`src/rtl/calc1_port_driver.sv`:
```
// Request sequencer for one calc1 requester port: serialises a host operation into
// calc1's two-cycle cmd/data protocol and returns the response with a latency count.
module calc1_port_driver #(
    parameter int TIMEOUT_CYCLES = 64
) (
    input  logic        c_clk,
    input  logic        reset_n,
    input  logic        req_valid,
    output logic        req_ready,
    input  logic [3:0]  req_cmd,
    input  logic [31:0] req_op1,
    input  logic [31:0] req_op2,
    output logic [3:0]  cmd_out,
    output logic [31:0] data_out,
    input  logic [1:0]  calc_resp_in,
    input  logic [31:0] calc_data_in,
    output logic        rsp_valid,
    input  logic        rsp_ready,
    output logic [1:0]  rsp_resp,
    output logic [31:0] rsp_data,
    output logic [7:0]  rsp_latency,
    output logic        spurious_resp
);

    typedef enum logic [2:0] {
        S_IDLE  = 3'd0,
        S_SEND1 = 3'd1,
        S_SEND2 = 3'd2,
        S_WAIT  = 3'd3,
        S_HOLD  = 3'd4
    } state_t;

    localparam logic [7:0] TIMEOUT_LAST = 8'(TIMEOUT_CYCLES - 1);
    localparam logic [7:0] TIMEOUT_LAT  = (TIMEOUT_CYCLES > 255) ? 8'd255 : 8'(TIMEOUT_CYCLES);

    state_t      state_reg, state_next;
    logic [3:0]  cmd_reg, cmd_next;
    logic [31:0] op1_reg, op1_next;
    logic [31:0] op2_reg, op2_next;
    logic [7:0]  count_reg, count_next;
    logic [1:0]  resp_reg, resp_next;
    logic [31:0] data_reg, data_next;
    logic [7:0]  lat_reg, lat_next;
    logic        spurious_reg, spurious_next;

    always_ff @(posedge c_clk or negedge reset_n) begin
        if (!reset_n) begin
            state_reg    <= S_IDLE;
            cmd_reg      <= '0;
            op1_reg      <= '0;
            op2_reg      <= '0;
            count_reg    <= '0;
            resp_reg     <= '0;
            data_reg     <= '0;
            lat_reg      <= '0;
            spurious_reg <= 1'b0;
        end else begin
            state_reg    <= state_next;
            cmd_reg      <= cmd_next;
            op1_reg      <= op1_next;
            op2_reg      <= op2_next;
            count_reg    <= count_next;
            resp_reg     <= resp_next;
            data_reg     <= data_next;
            lat_reg      <= lat_next;
            spurious_reg <= spurious_next;
        end
    end

    always_comb begin
        state_next    = state_reg;
        cmd_next      = cmd_reg;
        op1_next      = op1_reg;
        op2_next      = op2_reg;
        count_next    = count_reg;
        resp_next     = resp_reg;
        data_next     = data_reg;
        lat_next      = lat_reg;
        // A response is only legal while waiting; anything else is flagged but ignored.
        spurious_next = spurious_reg | ((state_reg != S_WAIT) && (calc_resp_in != 2'd0));

        case (state_reg)
            S_IDLE: begin
                if (req_valid) begin
                    cmd_next = req_cmd;
                    op1_next = req_op1;
                    op2_next = req_op2;
                    if (req_cmd != 4'd0) begin
                        state_next = S_SEND1;
                    end else begin
                        resp_next  = 2'd0;
                        data_next  = '0;
                        lat_next   = '0;
                        state_next = S_HOLD;
                    end
                end
            end
            S_SEND1: state_next = S_SEND2;
            S_SEND2: begin
                count_next = '0;
                state_next = S_WAIT;
            end
            S_WAIT: begin
                count_next = (count_reg == 8'hFF) ? count_reg : count_reg + 8'd1;
                if (calc_resp_in != 2'd0) begin
                    resp_next  = calc_resp_in;
                    data_next  = (calc_resp_in == 2'd1) ? calc_data_in : '0;
                    lat_next   = count_reg;
                    state_next = S_HOLD;
                end else if (count_reg == TIMEOUT_LAST) begin
                    resp_next  = 2'd3;
                    data_next  = '0;
                    lat_next   = TIMEOUT_LAT;
                    state_next = S_HOLD;
                end
            end
            S_HOLD: begin
                if (rsp_ready) state_next = S_IDLE;
            end
            default: state_next = S_IDLE;
        endcase
    end

    always_comb begin
        cmd_out  = '0;
        data_out = '0;
        if (state_reg == S_SEND1) begin
            cmd_out  = cmd_reg;
            data_out = op1_reg;
        end else if (state_reg == S_SEND2) begin
            data_out = op2_reg;
        end
    end

    assign req_ready     = (state_reg == S_IDLE);
    assign rsp_valid     = (state_reg == S_HOLD);
    assign rsp_resp      = resp_reg;
    assign rsp_data      = data_reg;
    assign rsp_latency   = lat_reg;
    assign spurious_resp = spurious_reg;

endmodule

```
`config.mk`:
```
export PLATFORM = sky130hd
export DESIGN_NAME = calc1_port_driver
export DESIGN_NICKNAME = d
export VERILOG_FILES = /design/src/rtl/calc1_port_driver.sv
export SDC_FILE = /design/constraint.sdc
export NUM_CORES = 1
export LEC_CHECK = 0
export CORE_MARGIN = 4
export CORE_UTILIZATION = 41
export CTS_BUF_LIST = sky130_fd_sc_hd__clkbuf_16
export CTS_CLUSTER_DIAMETER = 120
export DETAILED_ROUTE_END_ITERATION = 6
export PLACE_DENSITY = 0.78
export SLEW_MARGIN = 40
export SYNTH_ARGS = -nofsm -noshare
export SYNTH_HDL_FRONTEND = slang
export SYNTH_SLANG_ARGS = --single-unit
```
`constraint.sdc`:
```
create_clock -name c_clk -period 1.7 [get_ports c_clk]
set_input_delay 0.34 -clock c_clk [delete_from_list [all_inputs] [get_ports c_clk]]
set_output_delay 0.34 -clock c_clk [all_outputs]
set_load 0.03 [all_outputs]
```
==> summary.txt, run 1 <==
Routing
  – Post-route ant nets: 0
  – Final wirelength: 16730 um
  – Avg WL per Cell: roughly 21 um
  – Vias: 4213
  – Iteration-0 DRC Markers: 170
  – DRC Markers: 0
  – First drt pass iteration count: 5
  – Via density per instance: 5.319

STA
  – Worst Clk Skew: 4.031 ps
  – Final setup TNS: -35890 ps
  – Final Setup Violations: 151
  – Period utilization: 1.221
  – Fmax: approximately 480 MHz
  – Slew Limit Fails: 0
  – RSZ-0062 raised after global routing: yes
  – Actual slew at the worst max-slew pin: 503.7 ps
  – Setup ws final: -375.2 ps
  – Worst slew margin: 0.6642
  – Final hold violations: 0
  – Period minus WS final: a little over 2000 ps

Die
  – Die X: 120.5 um
  – Die area: between 10000 and 15000 um2
  – CORE AREA: ~12000 um2
  – Height of the die: 120.5 um
  – I/O Pins: 187
  – Rows: 40
  – Initial Util: 0.4247

Synth
  – Synth Cell Area: 5186 um2
  – Register area share after synthesis: 0.5887
  – FF+latch count, synth: 122
  – Mapped Nets: 465
  – Synth Area per Inst: 14.49 um2
  – Mapped Cells: around 360
  – Synth Warn #: 0
  – Yosys cell types: 46

Cells and area
  – Fin nets: approximately 720
  – # diodes: 0
  – Share of cells above drive strength 1: 0.4679
  – Layout fillers: 749
  – Area Growth Syn to Fin: 78.84%

Outcome
  – Status: complete, but fails checks
  – Failing checks: setup timing

Clock tree
  – CTS root buf: clkbuf_16
  – Clk_lat worst skew: 420 ps
  – Maximum root-to-sink buffer count: 2
  – Num CTS Buffers: 17
  – H-tree levels: 4
  – CTS clk-pin slew, worst paths: around 50 ps
  – CTS tree: done
  – Clock Sinks: 122

Hold path
  – Hold Path Class: reg2reg
  – Hold Crit Start: rsp_resp[0]

Power
  – PwrDens: a little over 2000 nW/um2
  – Total power: 19.15 mW
  – VDD IR max: 0.001322 V
  – Leak pwr: 4.381 nW

Global route
  – Vias in the first global route: ~4600
  – Antenna violations before repair: 0
  – Overall Global Routing Usage: 0.2206
  – First-pass GRT wire length: 24700 um
  – Grt ovf: 0
  – Largest net degree at the start of global routing: 81

Critical path
  – Crit Path Max Fanout: 10
  – Critical path type: reg2out
  – Crit path DAT: 1740 ps
  – Worst Setup SP: state_reg[2]
  – Req. time, crit path: 1360 ps
  – FF-to-FF Start: state_reg[2]
  – Critical path launch point type: flop
  – Crit. End Element: output pin

Run
  – Max Cap Violations: 0

Placed design
  – Detailed Place HPWL: 9980 um
  – PortBufs: ~190
  – Placer Congestion: 0.8195
==> through the flow <==
stage	instances	util	hold WS, ps	setup WS [ps]	cell area [um2]
after global placement	724	0.6282	410.6	-227.0	7671
after detailed placement	724	0.6282	413.0	-247.6	7671
after floorplan	358	-	44.41	-25.37	5472
final	792	0.7595	495.5	-375.2	9275
after CTS	780	0.7270	485.9	-389.4	8879
after global routing	792	0.7595	500.6	-446.7	9275
==> layer usage <==
| layer | track usage | up-vias | routed length [um] |
|---|---|---|---|
| met2 | 0.3681 | 185 | 8583 |
| met3 | 0.07530 | 22 | 1243 |
| met1 | 0.2660 | 2129 | 6666 |
| met4 | 0.07932 | 0 | 236 |
| li1 | - | 1877 | - |
| met5 | 0 | - | 0 |
==> path summary, 6_finish.rpt <==
kind	end	cells past startpoint	slack [ps]
worst max-delay path	data_out[31]	5	-380
worst min-delay path	rsp_resp[0]	1	500
worst max register to register	rsp_data[15]	9	-290
worst min register to register	rsp_resp[0]	1	500
max in group asynchronous	count_reg[7]	3	730
min in group asynchronous	rsp_latency[1]	3	530
==> synthesized netlist by cell type, drive strengths merged <==
| master | n | area (um2) |
|---|---|---|
| nor2 | 5 | 21.27 |
| mux2i | 2 | 20.02 |
| a221oi | 1 | 26.28 |
| and3 | 3 | 20.02 |
| and2 | 6 | 40.04 |
| nand4b | 2 | 17.52 |
| nor2b | 1 | 13.76 |
| and4bb | 1 | 12.51 |
| nand3 | 1 | 10.01 |
| a31oi | 3 | 18.77 |
| nand2 | 4 | 15.01 |
| inv | 5 | 18.77 |
| a311oi | 1 | 8.760 |
| mux2 | 69 | 777.0 |
| a22o | 74 | 676.9 |
| clkbuf | 5 | 18.77 |
| o41ai | 1 | 8.760 |
| nand4 | 1 | 6.260 |
| o32ai | 1 | 8.760 |
| nor4 | 2 | 27.53 |
| ha | 1 | 12.51 |
| nor3 | 4 | 31.28 |
| nor3b | 1 | 12.51 |
| a41oi | 1 | 8.760 |
| nand3b | 1 | 20.02 |
| buf | 20 | 141.4 |
| a211oi | 1 | 7.510 |
| dfrtp | 122 | 3053 |
| o21ai | 5 | 25.02 |
| nand2b | 3 | 26.27 |
| o2bb2ai | 2 | 17.52 |
| o22ai | 1 | 6.260 |
| o31a | 1 | 10.01 |
| a21oi | 5 | 28.78 |
| a41o | 1 | 10.01 |
| xnor2 | 1 | 8.760 |
==> critical path, cell delays in order (launching register included) <==
cell     delay, ps
dfrtp_2        440
nor3b_4        260
buf_6          170
buf_12         140
a22o_1         170
buf_6          130
==> layout make-up <==
| class | count | area, um2 | share of cell area |
|---|---|---|---|
| clock buffers | 17 | 425.4 | 0.04587 |
| repair buffers | 259 | 2902 | 0.3128 |
| flip-flops and latches | 122 | 3058 | 0.3297 |
| inverters | 5 | 18.77 | 0.002023 |
| well taps | 168 | 210.2 | 0.02266 |
| clock inverters | 15 | 142.6 | 0.01538 |
| multi-input cells | 206 | 2519 | 0.2716 |
==> report_power, final <==
part / internal (mW) / switching (mW) / total (mW)
registers: 4.14 / 0.886 / 5.03
clock network: 2.25 / 1.26 / 3.51
logic: 5.86 / 4.76 / 10.6
total: 12.2 / 6.91 / 19.2
==> cells in the final DEF, fill, tap and decap left out, types with 2 or more instances in the layout <==
master	instances
dfrtp_1	118
clkdlybuf4s50_1	104
mux2_4	53
buf_6	52
dlygate4sd2_1	43
a22o_4	31
buf_4	28
clkbuf_16	25
a22o_1	23
a22o_2	20
mux2_2	16
buf_12	14
inv_1	8
clkinv_2	6
buf_16	5
and2_4	4
o21ai_0	4
a21oi_1	4
dfrtp_2	4
buf_8	4
nor2_1	3
nand2_1	3
a31oi_1	3
bufinv_16	3
nor3_4	2
and2_2	2
nand2b_4	2
nor2_4	2
nand4b_1	2
mux2i_1	2
and3_1	2
o2bb2ai_2	2
clkinv_1	2
==> logic make-up (layout without fill, tap and decap cells) <==
kind of cell,after synthesis,count (layout),synth area share
multiplexers,71,71,0.1537
adder cells (fa/ha/maj),1,1,0.002412
buffers and inverters,30,296,0.03450
AO/OA/AOI/OAI,98,98,0.1662
AND/OR/NAND/NOR,35,35,0.05283
flip-flops,122,122,0.5887
XOR/XNOR,1,1,0.001689
==> what timing repair did <==
item                                    4_1_cts  5_1_grt
endpoints found under the setup margin      148      153
gates cloned                                  6        9
endpoints found under the hold margin        80        0
gates resized for setup                     146       56
pin swaps                                    12       37
setup buffers                                18        8
hold buffers                                  1        0
Power figures use the tool's default switching activity.
==> run 2, diff against run 1 <==
--- a/config.mk
+++ b/config.mk
@@ -15,3 +15,4 @@
 export SYNTH_ARGS = -nofsm -noshare
 export SYNTH_HDL_FRONTEND = slang
 export SYNTH_SLANG_ARGS = --single-unit
+export TNS_END_PERCENT = 100
==> results of run 2 <==
No change in the layout: final DEF, timing and power equal those of run 1.
==> run 3, diff against run 2 <==
--- a/config.mk
+++ b/config.mk
@@ -10,7 +10,7 @@
 export CTS_BUF_LIST = sky130_fd_sc_hd__clkbuf_16
 export CTS_CLUSTER_DIAMETER = 120
 export DETAILED_ROUTE_END_ITERATION = 6
-export PLACE_DENSITY = 0.78
+export PLACE_DENSITY = 0.8
 export SLEW_MARGIN = 40
 export SYNTH_ARGS = -nofsm -noshare
 export SYNTH_HDL_FRONTEND = slang
==> run 3 against run 2 <==
  * The run still ends with setup timing left
  * Critical path type unchanged
  * Maximum frequency rose by 1.7%
  * Critical endpoint is now data_out[25]
  * Sequential power about the same
  * Via count is 0.45% higher
==> summary.txt, run 3 (same netlist as run 1, synthesis figures left out) <==
Routing
  – Post-route ant nets: 0
  – Final wirelength: 16780 um
  – Avg WL per Cell: between 20 and 25 um
  – Vias: 4232
  – DRC Markers: 0
  – First drt pass iteration count: 5
  – Via density per instance: 5.343
  – Iteration-0 DRC Markers: 221

Global route
  – Grt ovf: 0
  – Antenna violations before repair: 0
  – Vias in the first global route: 4614
  – Overall Global Routing Usage: 0.2234
  – Largest net degree at the start of global routing: 51
  – First-pass GRT wire length: 25200 um

Clock tree
  – CTS tree: done
  – Clk_lat worst skew: 410 ps
  – Num CTS Buffers: 17
  – H-tree levels: 4
  – Maximum root-to-sink buffer count: 2
  – CTS root buf: clkbuf_16
  – CTS clk-pin slew, worst paths: 60 ps
  – Clock Sinks: 122

Critical path
  – Cell mode on critical path: buf_12
  – Critical path type: reg2out
  – FF-to-FF Start: state_reg[1]
  – Req. time, crit path: 1360 ps
  – Max stage delay cell, worst path: dfrtp_2
  – Critical path's top delay family: buffers and inverters
  – Crit Path Max Fanout: 10
  – Worst path buffer plus inverter count: 3
  – Largest stage delay on the critical path: 430 ps
  – CP Cell Sequence: nor3b_4, buf_12, buf_12, a22o_4, buf_12
  – Worst R2R Setup Slack: -330 ps
  – Critical path launch point type: flop
  – Register-to-Register Path Depth: 9
  – Crit path DAT: 1700 ps
  – Reg2Reg Capture Point: rsp_data[31]
  – Crit. End Element: output pin

Run
  – Max Cap Violations: 0

Die
  – Rows: 40
  – CORE AREA: 12210 um2
  – I/O Pins: 187
  – Height of the die: about 120 um
  – Initial Util: 0.4247
  – Die area: 14510 um2
  – Die X: 120.5 um

Cells and area
  – Area Growth Syn to Fin: 74.50%
  – Fin nets: between 700 and 800
  – Cell area after layout: 9050 um2
  – Layout fillers: between 700 and 800
  – Share of cells above drive strength 1: 0.4615
  – Commonest non-fill, non-tap cell in the layout: dfrtp_1
  – Final non-filler cell total: 792
  – # diodes: 0
  – Leading cell types in the layout, fill and taps excluded: dfrtp_1 (120), clkdlybuf4s50_1 (104), mux2_2 (53)

STA
  – Slew Limit Fails: 0
  – Worst slew margin: 0.7651
  – Setup ws final: -341.0 ps
  – WHS: 393.2 ps
  – Final Setup Violations: 129
  – Final setup TNS: -23880 ps
  – Final hold violations: 0
  – RSZ-0062 raised after global routing: yes
  – Actual slew at the worst max-slew pin: 353.7 ps
  – Fmax: 490.0 MHz
  – Worst Clk Skew: 7.263 ps
  – Period minus WS final: 2041 ps
  – Period utilization: 1.201

Placed design
  – PortBufs: ~190
  – Area after DPL: 7809 um2
  – Placed cells: 734
  – Place WS: -219.4 ps
  – Placer Congestion: 0.8393
  – Detailed Place HPWL: 10640 um

Power
  – PwrDens: 2044 nW/um2
  – Leak pwr: 4.218 nW
  – VDD IR max: 0.001416 V

Hold path
  – Hold Path Class: in2async

Outcome
  – Status: complete, but fails checks
  – Failing checks: setup timing
==> run 3: area by class of cell <==
type	count	area, um2	area share
Multi-Input combinational cell	206	2336	0.2581
Inverter	5	18.77	0.002074
Clock inverter	13	88.84	0.009816
Tap cell	168	210.2	0.02323
Sequential cell	122	3055	0.3376
Clock buffer	17	425.4	0.04701
Timing Repair Buffer	261	2915	0.3221
==> run 3: where the power goes <==
part	total, mW	internal, mW	switching, mW
clock network	3.18	1.94	1.23
logic	10.3	5.60	4.70
registers	5.02	4.14	0.878
total	18.5	11.7	6.81
==> run 3: worst max path at each step <==
stage | start | endpoint | depth (start not counted)
finish | state_reg[0] | data_out[25] | 5
global route | state_reg[2] | data_out[2] | 5
CTS | state_reg[1] | data_out[2] | 5
detailed placement | req_cmd[1] | rsp_data[19] | 6
global placement | req_valid | rsp_data[11] | 7
floorplan | state_reg[2] | data_out[10] | 6
==> run 3: metrics by stage <==
step | total power [mW] | utilization
finish | 18.49 | 0.7411
global route | 19.34 | 0.7411
CTS | 17.77 | 0.7132
detailed placement | 13.58 | 0.6394
global placement | 13.29 | 0.6394
floorplan | 10.28 | -
==> run 3: layer usage <==
metal	share of wire	track usage	vias to the layer above
met3	0.085	0.08606	29
met4	0.017	0.06374	0
met2	0.51	0.3821	185
met5	0	0	-
li1	-	-	1879
met1	0.39	0.2618	2139
==> run 3: what timing repair did <==
action | in CTS | in global routing
pin swaps | 4 | 12
endpoints found under the setup margin | 115 | 151
buffers inserted | 11 | 8
hold endpoints to repair | 22 | 0
resized for setup | 105 | 34
gates cloned | 4 | 8
hold buffers | 1 | 0
